==> config.mk <==
export PLATFORM = sky130hd
export DESIGN_NAME = revcnt_ctrl
export DESIGN_NICKNAME = d
export VERILOG_FILES = /design/src/rtl/revcnt_ctrl.sv
export SDC_FILE = /design/constraint.sdc
export NUM_CORES = 1
export LEC_CHECK = 0
export BUFFER_PORTS_ARGS = -buffer_cell sky130_fd_sc_hd__buf_2
export CAP_MARGIN = 20
export CORE_MARGIN = 2
export CORE_UTILIZATION = 53
export DETAILED_ROUTE_END_ITERATION = 16
export MAX_ROUTING_LAYER = met4
export PLACE_DENSITY = 0.83
export SKIP_CTS_REPAIR_TIMING = 1
export SYNTH_ARGS = -nofsm -noshare
export SYNTH_HDL_FRONTEND = slang
export SYNTH_SLANG_ARGS = --single-unit
export TNS_END_PERCENT = 10
==> constraint.sdc <==
create_clock -name clk -period 7.8 [get_ports clk]
set_input_delay 2.34 -clock clk [delete_from_list [all_inputs] [get_ports clk]]
set_output_delay 2.34 -clock clk [all_outputs]
set_load 0.005 [all_outputs]
==> src/rtl/revcnt_ctrl.sv <==
// revcnt_ctrl: prescaled up/down count sequencer.
// A DIV-cycle prescaler produces one-cycle step strobes. On each strobe the
// bounded count register steps up or down, then wraps or stops at the bound.
// One-cycle commands are resolved by priority: clr > load > stop > start > step.
module revcnt_ctrl #(
    parameter int DIV     = 10_000_000,
    parameter int DIV_W   = 24,
    parameter int CNT_W   = 4,
    parameter int CNT_MAX = 15
) (
    input  logic             clk,
    input  logic             rst,
    input  logic             start,
    input  logic             stop,
    input  logic             clr,
    input  logic             load,
    input  logic [CNT_W-1:0] load_val,
    input  logic             dir,
    input  logic             wrap_en,
    output logic [CNT_W-1:0] cnt,
    output logic             tick,
    output logic             tc,
    output logic             running,
    output logic             done
);

    typedef enum logic [1:0] {
        S_IDLE  = 2'b00,
        S_RUN   = 2'b01,
        S_PAUSE = 2'b10,
        S_DONE  = 2'b11
    } state_t;

    localparam logic [DIV_W-1:0] PMAX = DIV_W'(DIV - 1);
    localparam logic [CNT_W-1:0] CMAX = CNT_W'(CNT_MAX);

    state_t           state, state_n;
    logic [DIV_W-1:0] pcnt, pcnt_n;
    logic [CNT_W-1:0] cnt_n;
    logic             tick_n, tc_n;
    logic             at_term;
    logic [CNT_W-1:0] load_sat;

    // Terminal value depends on the current direction; used to gate restart from DONE.
    assign at_term  = dir ? (cnt == CMAX) : (cnt == '0);
    assign load_sat = (load_val > CMAX) ? CMAX : load_val;

    // State, prescaler, count and all output flags update together.
    always_ff @(posedge clk) begin
        if (rst) begin
            state   <= S_IDLE;
            pcnt    <= '0;
            cnt     <= '0;
            tick    <= 1'b0;
            tc      <= 1'b0;
            running <= 1'b0;
            done    <= 1'b0;
        end else begin
            state   <= state_n;
            pcnt    <= pcnt_n;
            cnt     <= cnt_n;
            tick    <= tick_n;
            tc      <= tc_n;
            running <= (state_n == S_RUN);
            done    <= (state_n == S_DONE);
        end
    end

    // Command resolution, prescaler advance and count stepping.
    always_comb begin
        state_n = state;
        pcnt_n  = pcnt;
        cnt_n   = cnt;
        tick_n  = 1'b0;
        tc_n    = 1'b0;
        if (clr) begin
            cnt_n   = '0;
            pcnt_n  = '0;
            state_n = S_IDLE;
        end else if (load) begin
            cnt_n  = load_sat;
            pcnt_n = '0;
            if (state == S_DONE) state_n = S_IDLE;
        end else if (stop && state == S_RUN) begin
            // Pause freezes the prescaler so resume keeps the phase.
            state_n = S_PAUSE;
        end else if (start && state != S_RUN) begin
            case (state)
                S_IDLE: begin
                    state_n = S_RUN;
                    pcnt_n  = '0;
                end
                S_PAUSE: state_n = S_RUN;
                S_DONE: begin
                    if (!at_term) begin
                        state_n = S_RUN;
                        pcnt_n  = '0;
                    end
                end
                default: state_n = state;
            endcase
        end else if (state == S_RUN) begin
            if (pcnt == PMAX) begin
                pcnt_n = '0;
                tick_n = 1'b1;
                if (dir) begin
                    if (cnt == CMAX) begin
                        tc_n = 1'b1;
                        if (wrap_en) cnt_n = '0;
                        else state_n = S_DONE;
                    end else begin
                        cnt_n = cnt + 1'b1;
                    end
                end else begin
                    if (cnt == '0) begin
                        tc_n = 1'b1;
                        if (wrap_en) cnt_n = CMAX;
                        else state_n = S_DONE;
                    end else begin
                        cnt_n = cnt - 1'b1;
                    end
                end
            end else begin
                pcnt_n = pcnt + 1'b1;
            end
        end
    end

endmodule

==> metrics.md <==
| Metric | Value |
|---|---|
| Main synth FF type | dfxtp_1 |
| Sum of negative setup slack | 0 ns |
| I/O Buffers | 19 |
| I/O Pins | 20 |
| Startpoint Class | primary input |
| Path depth of the worst reg2reg path | 7 |
| Synth Area in XOR/XNOR | 0.0451 |
| Met2 GRT Util | 0.375 |
| Synth warn | 0 |
| Initial Utilization | 0.568 |
| First-pass GRT wire length | 7440 µm |
| Hold depth | 1 |
| Post-Synth Adder-Cell Area | 0.0258 |
| Compound-Gate Fraction of Synth Area | 0.237 |
| Final net count | 266 |
| Clk Latency, worst-skew pair | 0.34 ns |
| WHS Endpoint | pcnt[12] |
| Clk root buf | clkbuf_4 |
| Max VDD drop | 105 µV |
| Hold Worst Slack | 0.513 ns |
| Most common cell after layout, fill and taps aside | dfxtp_1 |
| Placer congestion estimate | 0.885 |
| Pins over their slew limit | 0 |
| Worst hold start | pcnt[12] |
| Post-DRT Antenna Nets | 0 |
| Vias in the first global route | 1690 |
| Post-synthesis sequential area ratio | 0.351 |
| Crit path capture type | flop |
| Post-synth cell types | 55 |
| CTS Buf Count | 5 |
| Req. time, crit path | 8.08 ns |
| CTS tree | built |
| Final HPWL DP | 3080 µm |
| Final Skew | 0.0136 ns |
| Initial antenna violation count | 0 |
| Largest net degree at the start of global routing | 16 |
| Clock-pin slew on the worst setup and hold paths | 0.11 ns |
| Die Ht | 64.5 µm |
| Hold Path Class | flop to flop |
| Syn_nets | 249 |
| Layout cells sized above 1 | 0.147 |
| Maximum fanout along the worst path | 12 |
| Synth Area in Simple Gates | 0.279 |
| Core Rows | 21 |
| Register-to-register setup slack | 5.42 ns |
| Async S/R FF share, synth | 0 |
| DRC errors left | 0 |
| Actual slew at the worst max-slew pin | 0.561 ns |
| Reg2reg end | pcnt[22] |
| Fin crit share | 0.493 |
| RSZ-0062 raised after global routing | no |
| CTS Sinks | 34 |
| Syn Area/Cell | 8.33 µm² |
| Netlist Area Pre-Place | 1940 µm² |
| Core area | 3420 µm² |
| Commonest cells after routing, fill and taps aside | dfxtp_1 (34), buf_2 (19), nor2_1 (18), a21oi_1 (18), o21ai_0 (16) |
| Post-synthesis mux area share | 0.0161 |
| Layout area overhead | 10.4% |
| Register bit total from synthesis | 34 |
| Final setup fails | 0 |
| GR Util met3 | 0.0434 |
| Kind of critical path | primary input to flop |
| Power Dens Cells | 174 nW/µm² |
| Initial DRC count | 102 |
| Total gr overflow | 0 |
| Max-Cap Viols | 0 |
| Crit path DAT | 4.12 ns |
| Die outline area | 4160 µm² |
| Cells after synthesis | 233 |
| Grt met1 use | 0.289 |
| Leak | 0.797 nW |
| Die Span X | 64.5 µm |
| Fmax | 0.260 GHz |
| Final Hold Violating Endpoints | 0 |
| # diodes | 0 |
| Routed WL | 4190 µm |
| Slew headroom | 0.624 |
| Htree depth | 2 |
| WL per Instance | 14.1 µm |
| GRT Overall Usage | 0.231 |
| Via count | 1809 |
| Global route hottest layer | met2 |
| Clock tree buffer depth | 2 |
| Post-synth EDFFs | 0 |
| Routed vias/inst | 6.09 |
| Status | completed |
| Minimum clock period | 3.84 ns |
| First-pass DRT Iterations | 4 |
| Worst R2R Start | cnt[0] |
| Largest family of logic cells by synthesized area | simple AND/OR/NAND/NOR gates |
[cell usage after synthesis, drive strengths merged (2+ instances only)]
master	instances	area, µm²
xor2	9	78.8
or3	7	48.8
nor2b	3	18.8
and3	9	61.3
a22o	3	26.3
inv	7	26.3
nor3	9	45.0
a21oi	20	108
o21ai	17	85.1
o31ai	5	37.5
a31oi	4	25.0
and2	5	33.8
ha	4	50.1
nand4	4	25.0
dfxtp	34	681
o211ai	5	37.5
buf	6	51.3
mux2i	2	20.0
nor2	20	80.1
nand2b	3	18.8
nor4b	3	26.3
clkbuf	3	11.3
or4	3	22.5
o2111ai	4	35.0
nand2	12	45.0
a21boi	2	15.0
o41ai	2	17.5
nor4	2	12.5
nand3	8	40.0
[power breakdown]
group          switching [mW]  total [mW]  internal (mW)
Sequential            0.00205       0.177          0.175
Combinational          0.0155      0.0257         0.0103
Clock                  0.0606       0.169          0.109
Total                  0.0781       0.372          0.294
[critical path: stages]
cell,delay (ns)
buf_2,0.11
nor3b_1,0.27
a21o_1,0.39
o211ai_1,0.28
or4_1,0.57
a21oi_1,0.15
[worst max-delay path by stage]
stage / cells after the start / start / slack (ns) / endpoint
2_1_floorplan: 8 / dir / 3.72 / pcnt[18]
3_3_place_gp: 6 / dir / 3.68 / state[1]
3_5_place_dp: 6 / stop / 3.66 / pcnt[22]
4_1_cts: 6 / stop / 4.01 / pcnt[22]
5_1_grt: 6 / stop / 3.82 / pcnt[22]
6_report: 6 / stop / 3.96 / pcnt[22]
[per-layer routing]
metal  share of wire  wire length (µm)
met4           0.014                59
met3           0.048               202
met2            0.47              1960
met1            0.47              1970
met5               0                 0
[kinds of logic after synthesis]
kind of cell / after synthesis
mux: 3
fa+ha+maj: 4
flops: 34
compound gates: 71
buf+inv: 16
simple gates: 95
xor+xnor: 10
[state kept, by name, summed over array words and instances, names as in the netlist]
register and count:
cnt 4, done 1, state 2, pcnt 24, tick 1, running 1
tc 1
[metrics by stage]
stage	total power [mW]	instance area, µm²	util	setup slack, ns	std cells
after global placement	0.206	2030	0.595	3.68	289
after floorplan	0.200	1940	-	3.72	233
after CTS	0.374	2140	0.627	4.01	297
after global routing	0.386	2140	0.627	3.82	297
final	0.372	2140	0.627	3.96	297
after detailed placement	0.206	2030	0.595	3.66	289
[cell type report]
type | instances | area [µm²]
clock buffer | 6 | 51.3
timing repair buffer | 19 | 95.1
sequential | 34 | 681
clock inverter | 2 | 60.1
multi-input combinational | 183 | 1170
fill | 311 | 1270
inverter | 7 | 26.3
tap | 46 | 57.6
(Power assumes the default switching activity.)
